===== config.mk =====
export PLATFORM = sky130hd
export DESIGN_NAME = led_blink_ctrl_flat
export DESIGN_NICKNAME = d
export VERILOG_FILES = /design/src/rtl/led_blink_ctrl_if.sv /design/src/rtl/led_blink_ctrl.sv /design/src/flat_wrapper.sv
export SDC_FILE = /design/constraint.sdc
export NUM_CORES = 1
export LEC_CHECK = 0
export BUFFER_PORTS_ARGS = -buffer_cell sky130_fd_sc_hd__buf_2
export CAP_MARGIN = 25
export CORE_ASPECT_RATIO = 1.75
export CORE_MARGIN = 1.5
export CORE_UTILIZATION = 55
export CTS_BUF_LIST = sky130_fd_sc_hd__clkbuf_8
export CTS_CLUSTER_SIZE = 12
export DETAILED_ROUTE_END_ITERATION = 7
export GPL_TIMING_DRIVEN = 0
export PLACE_DENSITY = 0.72
export SYNTH_ARGS = -nofsm -noshare
export SYNTH_HDL_FRONTEND = slang
export SYNTH_SLANG_ARGS = --single-unit

===== constraint.sdc =====
create_clock -name i_clk_100MHz -period 7.25 [get_ports i_clk_100MHz]
set_clock_uncertainty 0.15 [all_clocks]
set_input_delay 0.725 -clock i_clk_100MHz [delete_from_list [all_inputs] [get_ports i_clk_100MHz]]
set_output_delay 0.725 -clock i_clk_100MHz [all_outputs]
set_load 0.05 [all_outputs]

===== src/rtl/led_blink_ctrl_if.sv =====
// Configuration port of led_blink_ctrl: one valid/ready request carrying
// the target channel, its mode and its half-period in ticks.
interface led_blink_ctrl_if;
   logic        valid;
   logic        ready;
   logic [2:0]  ch;
   logic [1:0]  mode;
   logic [15:0] half;

   modport master (output valid, ch, mode, half, input ready);
   modport slave  (input valid, ch, mode, half, output ready);
endinterface


===== src/rtl/led_blink_ctrl.sv =====
// Multi-channel LED blink controller: shared prescaled tick, per-channel OFF/ON/BLINK/ONESHOT.
// Define LED_CTRL_IMMEDIATE_EN to apply configuration without waiting for a tick boundary.
module led_blink_ctrl #(
   parameter int unsigned CLK_HZ  = 100_000_000,
   parameter int unsigned TICK_HZ = 1000,
   parameter int unsigned NUM_LED = 4
) (
   input  logic               i_clk_100MHz,
   input  logic               i_rst,
   led_blink_ctrl_if.slave    cfg,
   output logic [NUM_LED-1:0] o_led,
   output logic               o_tick,
   output logic [NUM_LED-1:0] o_done
);

   typedef enum logic [1:0] {
      MODE_OFF     = 2'd0,
      MODE_ON      = 2'd1,
      MODE_BLINK   = 2'd2,
      MODE_ONESHOT = 2'd3
   } mode_e;

   typedef enum logic {
      ST_IDLE,
      ST_WAIT
   } cfg_state_e;

   localparam logic [31:0] COUNT_TO = 32'(CLK_HZ / TICK_HZ - 1);

   logic [31:0]        presc_q;
   logic               tick;

   cfg_state_e         state_q;
   cfg_state_e         state_d;
   logic               cfg_ready;
   logic               accept;
   logic               apply;

   logic [2:0]         pend_ch_q;
   mode_e              pend_mode_q;
   logic [15:0]        pend_half_q;

   mode_e              mode_q  [NUM_LED];
   logic [15:0]        half_q  [NUM_LED];
   logic [15:0]        count_q [NUM_LED];
   logic [NUM_LED-1:0] led_q;
   logic [NUM_LED-1:0] done_q;
   logic [NUM_LED-1:0] at_end;
   logic [NUM_LED-1:0] hit;

   // Prescaler: free-running 0..COUNT_TO, tick decoded from the terminal count.
   always_ff @(posedge i_clk_100MHz or posedge i_rst) begin
      // NOTE: sequential state uses non-blocking assignments so every register
      // samples the pre-edge values of the others.
      if (i_rst) begin
         presc_q <= '0;
      end else if (tick) begin
         presc_q <= '0;
      end else begin
         presc_q <= presc_q + 32'd1;
      end
   end

   assign tick = (presc_q == COUNT_TO);

   always_ff @(posedge i_clk_100MHz or posedge i_rst) begin
      if (i_rst) begin
         state_q <= ST_IDLE;
      end else begin
         state_q <= state_d;
      end
   end

   always_comb begin
      // NOTE: every output of this block is defaulted first so no path leaves
      // a signal unassigned and infers a latch.
      state_d   = state_q;
      cfg_ready = 1'b0;
      accept    = 1'b0;
      apply     = 1'b0;
      case (state_q)
         ST_IDLE: begin
            cfg_ready = 1'b1;
            if (cfg.valid) begin
               accept  = 1'b1;
               state_d = ST_WAIT;
            end
         end
         ST_WAIT: begin
`ifdef LED_CTRL_IMMEDIATE_EN
            apply = 1'b1;
`else
            apply = tick;
`endif
            if (apply) begin
               state_d = ST_IDLE;
            end
         end
         default: state_d = ST_IDLE;
      endcase
   end

   assign cfg.ready = cfg_ready;

   // Pending request is only captured on acceptance, so a held valid cannot
   // overwrite it while waiting for the apply tick.
   always_ff @(posedge i_clk_100MHz or posedge i_rst) begin
      if (i_rst) begin
         pend_ch_q   <= '0;
         pend_mode_q <= MODE_OFF;
         pend_half_q <= '0;
      end else if (accept) begin
         pend_ch_q   <= cfg.ch;
         pend_mode_q <= mode_e'(cfg.mode);
         pend_half_q <= cfg.half;
      end
   end

   // Out-of-range channel numbers never match any index and are dropped here.
   always_comb begin
      at_end = '0;
      hit    = '0;
      for (int i = 0; i < NUM_LED; i++) begin
         at_end[i] = (count_q[i] == ((half_q[i] == 16'd0) ? 16'd0 : half_q[i] - 16'd1));
         hit[i]    = apply && (pend_ch_q == 3'(i));
      end
   end

   always_ff @(posedge i_clk_100MHz or posedge i_rst) begin
      if (i_rst) begin
         // NOTE: the per-channel arrays are small control state, so they are
         // reset explicitly rather than left uninitialised like a RAM.
         for (int i = 0; i < NUM_LED; i++) begin
            mode_q[i]  <= MODE_OFF;
            half_q[i]  <= '0;
            count_q[i] <= '0;
         end
         led_q  <= '0;
         done_q <= '0;
      end else begin
         done_q <= '0;
         for (int i = 0; i < NUM_LED; i++) begin
            if (hit[i]) begin
               // A write restarts the channel and overrides its own advance.
               mode_q[i]  <= pend_mode_q;
               half_q[i]  <= pend_half_q;
               count_q[i] <= '0;
               led_q[i]   <= (pend_mode_q != MODE_OFF);
            end else if (tick) begin
               case (mode_q[i])
                  MODE_OFF: begin
                     led_q[i]   <= 1'b0;
                     count_q[i] <= '0;
                  end
                  MODE_ON: begin
                     led_q[i]   <= 1'b1;
                     count_q[i] <= '0;
                  end
                  MODE_BLINK: begin
                     if (at_end[i]) begin
                        count_q[i] <= '0;
                        led_q[i]   <= ~led_q[i];
                     end else begin
                        count_q[i] <= count_q[i] + 16'd1;
                     end
                  end
                  MODE_ONESHOT: begin
                     if (at_end[i]) begin
                        count_q[i] <= '0;
                        led_q[i]   <= 1'b0;
                        mode_q[i]  <= MODE_OFF;
                        done_q[i]  <= 1'b1;
                     end else begin
                        count_q[i] <= count_q[i] + 16'd1;
                     end
                  end
                  default: begin
                     led_q[i]   <= 1'b0;
                     count_q[i] <= '0;
                  end
               endcase
            end
         end
      end
   end

   assign o_led  = led_q;
   assign o_done = done_q;
   assign o_tick = tick;

endmodule


===== src/flat_wrapper.sv =====
// flat-port wrapper written by rule: the top's interface ports become plain ports
module led_blink_ctrl_flat 
#(
   parameter int unsigned CLK_HZ  = 100_000_000,
   parameter int unsigned TICK_HZ = 1000,
   parameter int unsigned NUM_LED = 4
)
  (i_clk_100MHz, i_rst, o_led, o_tick, o_done, cfg_valid, cfg_ch, cfg_mode, cfg_half, cfg_ready);
  led_blink_ctrl_if cfg_i ();
  input  logic i_clk_100MHz;
  input  logic i_rst;
  output logic [NUM_LED-1:0] o_led;
  output logic o_tick;
  output logic [NUM_LED-1:0] o_done;
  input wire logic [$bits(cfg_i.valid)-1:0] cfg_valid;
  input wire logic [$bits(cfg_i.ch)-1:0] cfg_ch;
  input wire logic [$bits(cfg_i.mode)-1:0] cfg_mode;
  input wire logic [$bits(cfg_i.half)-1:0] cfg_half;
  output wire logic [$bits(cfg_i.ready)-1:0] cfg_ready;
  assign cfg_i.valid = cfg_valid;
  assign cfg_i.ch = cfg_ch;
  assign cfg_i.mode = cfg_mode;
  assign cfg_i.half = cfg_half;
  assign cfg_ready = cfg_i.ready;
  led_blink_ctrl #(.CLK_HZ(CLK_HZ), .TICK_HZ(TICK_HZ), .NUM_LED(NUM_LED)) u_core (.i_clk_100MHz(i_clk_100MHz), .i_rst(i_rst), .cfg(cfg_i), .o_led(o_led), .o_tick(o_tick), .o_done(o_done));
endmodule

==> summary.md <==
| Metric | Value |
|---|---|
| FF-to-FF path depth | `13` |
| WL met3 | `roughly 2000 µm` |
| Pin count of the biggest net entering global routing | `approximately 120` |
| DR iter-0 viols | `~900` |
| Final nets | `~1600` |
| Hold-fix buffers, CTS | `0` |
| Critical path required time | `roughly 6400 ps` |
| Vias in the first global route | `~11000` |
| Post-synth ARST share | `100.0%` |
| GRT Total Usage | `between 30% and 40%` |
| Top sig layer | `met4` |
| Cell with the most instances after synthesis | `nand2_1` |
| Core ar. | `between 20000 and 25000 µm²` |
| Die X | `between 100 and 150 µm` |
| Initial core utilization | `between 50% and 60%` |
| Drt first pass iters | `5` |
| RSZ-0062 raised after global routing | `no` |
| H-tree Lvls | `4` |
| Port Buf Inserts | `33` |
| Setup crit start | `u_core.presc_q[19]$_DFF_PP0_` |
| Yosys top cell by area | `dfrtp_1` |
| Top post-synthesis cells by area | `dfrtp_1, nand2_1, xnor2_1, mux2_2, nor2_1` |
| Final Non-Filler Cells | `around 1800` |
| Peak Freq | `slightly below 0.2 GHz` |
| Avg Cell Area, Syn | `approximately 8.5 µm²` |
| Clk slew on worst S/H paths | `between 100 and 150 ps` |
| WL/cell | `between 15 and 20 µm` |
| Worst Setup End Kind | `primary output` |
| Top FF cell, synth | `dfrtp_1` |
| Syn nets | `1512` |
| Max-Cap Viols | `0` |
| Top cells by count, synth | `nand2_1, dfrtp_1, nor2_1` |
| Critical path class | `flip-flop to primary output` |
| Period minus WS final | `just over 5000 ps` |
| Gpl congestion | `slightly above 0.9` |
| DR DRC count | `0` |
| GR Overflow Total | `0` |
| Worst Hold Class | `input pin to asynchronous set/reset pin` |
| Share of cells above drive strength 1 | `approximately 8.7%` |
| Sequential area share after synthesis | `39.62%` |
| Multi-input logic area | `around 7000 µm²` |
| Cell area after synthesis | `approximately 13000 µm²` |
| Rel. slew slack | `around a quarter` |
| Synth cell types | `73` |
| Final Hold Fails | `0` |
| Area Growth Syn to Fin | `7.663%` |
| Status | `complete, no violations` |
| Met1 Wirelength | `between 10000 and 15000 µm` |
| Share of the synthesized area in the top cell type | `39.62%` |
| Antenna-violating nets left | `0` |
| Die height | `between 200 and 250 µm` |
| Floorplan row count | `just over 70` |
| Seq cells post-synth | `approximately 200` |
| Post-DP HPWL | `between 20000 and 30000 µm` |
| Initial antenna violation count | `1` |
| DR WL met2 | `17860 µm` |
| Post_cts resized | `0` |
| Filler Cell Count | `2064` |
| Post-CTS setup buffers | `0` |
| Global-route wire length before repair | `between 50000 and 60000 µm` |
| Leak Pwr | `6.123 nW` |
| Yosys warns | `0` |
| Startpoint types | `flip-flop` |
| Clock sinks | `198` |
| Clock latency on the worst-skew pair | `slightly above 500 ps` |
| Final setup fails | `0` |
| WP data arrival | `about 4300 ps` |
| DR vias | `between 10000 and 15000` |
| CP Max Fanout | `10` |
| Die ar. | `23690 µm²` |
| Peak supply drop | `around 0.00014 V` |
| Register-to-register setup slack | `~2600 ps` |
| PwrDens | `~150 nW/µm²` |
| CTS max path bufs | `2` |
| Max-slew violation count | `0` |
| Placed Instances | `approximately 1800` |
| Util after Layout | `~60%` |
| Clk root buf | `clkbuf_8` |
| Routed WL | `35280 µm` |
| FF/Latch Area | `between 4000 and 5000 µm²` |
| I/O pin total | `34` |
| Worst R2R Start | `u_core.half_q[48]$_DFFE_PP0P_` |
| Mapped Cells | `about 1500` |
| CTS Buf Count | `17` |
| Least-Margin Pin Slew | `1092 ps` |
| CTS tree | `done` |
| Period utilisation layout | `70.84%` |
| CP endpoint | `o_tick` |
| Via/cell ratio | `between 6 and 7` |
| Number of synthesized flops with an enable pin | `0` |
| Reg2reg end | `u_core.o_led[0]$_DFFE_PP0P_` |
[cells by family (layout without fill, tap and decap cells)]
group | after synthesis | count (layout) | share of synthesized area [%]
other | 0 | 1 | 0
multiplexers | 54 | 54 | 4.682
adder cells (fa/ha/maj) | 21 | 21 | 2.101
XOR/XNOR | 92 | 92 | 6.783
AO/OA/AOI/OAI | 277 | 277 | 14.83
AND/OR/NAND/NOR | 677 | 677 | 27.34
flip-flops | 198 | 198 | 39.62
buffers and inverters | 148 | 217 | 4.652
[metal layers]
layer / GRT usage (%) / up-vias
met3: 5.433 / 109
li1: - / 5397
met5: 0 / -
met2: 53.40 / 377
met1: 37.11 / 5487
met4: 15.96 / 0
[power breakdown]
group	total, W	internal, W	switching [W]
Sequential	0.00127	0.00115	0.000124
Combinational	0.000113	0.0000500	0.0000633
Clock	0.000694	0.000256	0.000438
[layout make-up]
cell class,count,area share (%)
plain buffers,92,2.760
inverters,56,1.617
diodes,1,0.01858
flip-flops and latches,198,36.80
clock buffers,18,1.840
clock inverters,14,0.8642
multi-input cells,1121,51.81
repair buffers,37,1.542
well taps,296,2.750
[worst max-delay path: stages, from the launching register on]
cell,delay [ps]
dfrtp_1,470
nor4b_1,370
nand4_1,210
or4_1,620
clkbuf_1,360
inv_1,240
clkbuf_1,620
clkbuf_1,490
buf_2,360
[placed cells by master, fill, tap and decap left out, types with 9 or more instances in the layout]
cell type  synthesis  routed
buf_2              3      39
inv_1             56      56
nand3_1           55      55
xnor2_1           58      58
nand4_1           39      39
o22ai_1           20      20
nand2b_1           9       9
dfrtp_1          198     198
nor2_1           103     103
a22oi_1           16      16
mux2_2            36      36
nand2_1          235     235
mux2i_1           18      18
o21ai_0           62      62
clkbuf_8           0      18
or3_1             16      16
xor2_1            31      31
nor2b_1            9       9
o211ai_1          15      15
or4_1             23      23
o31ai_1           23      23
clkbuf_1          78      78
a21oi_1           43      43
ha_1              21      21
a31oi_1           25      25
and3_1            35      35
nor4_1            35      34
and2_1            10      10
nor3_1            49      49
nor4b_1            9       9
[per-stage QoR]
step	area [µm²]	setup WS (ps)	setup TNS (ps)	hold WS, ps	total power, W
after floorplan	12510	977.7	0	288.0	0.001296
after global placement	13040	-1372	-268160	312.4	0.001400
after detailed placement	13090	2299	0	312.1	0.001402
after CTS	13460	1982	0	138.8	0.002092
after global routing	13460	1908	0	170.2	0.002152
final	13470	2114	0	127.9	0.002079
[sequential cells by signal (all words and copies together) (netlist names)]
name	cells
u_core.pend_mode_q	2
u_core.half_q	64
u_core.pend_half_q	16
u_core.o_done	4
u_core.mode_q	8
u_core.count_q	64
u_core.o_led	4
u_core.presc_q	32
u_core.state_q	1
u_core.pend_ch_q	3
[how the worst min path moves through the flow]
stage / endpoint / startpoint / slack (ps)
global placement: u_core.presc_q[4]$_DFF_PP0_ / u_core.presc_q[4]$_DFF_PP0_ / 310
global route: u_core.count_q[0]$_DFFE_PP0P_ / i_rst / 170
finish: u_core.count_q[2]$_DFFE_PP0P_ / i_rst / 130
floorplan: u_core.presc_q[4]$_DFF_PP0_ / u_core.presc_q[4]$_DFF_PP0_ / 290
detailed placement: u_core.presc_q[4]$_DFF_PP0_ / u_core.presc_q[4]$_DFF_PP0_ / 310
CTS: u_core.count_q[0]$_DFFE_PP0P_ / i_rst / 140
No activity file was read; power rests on OpenSTA's default activity.
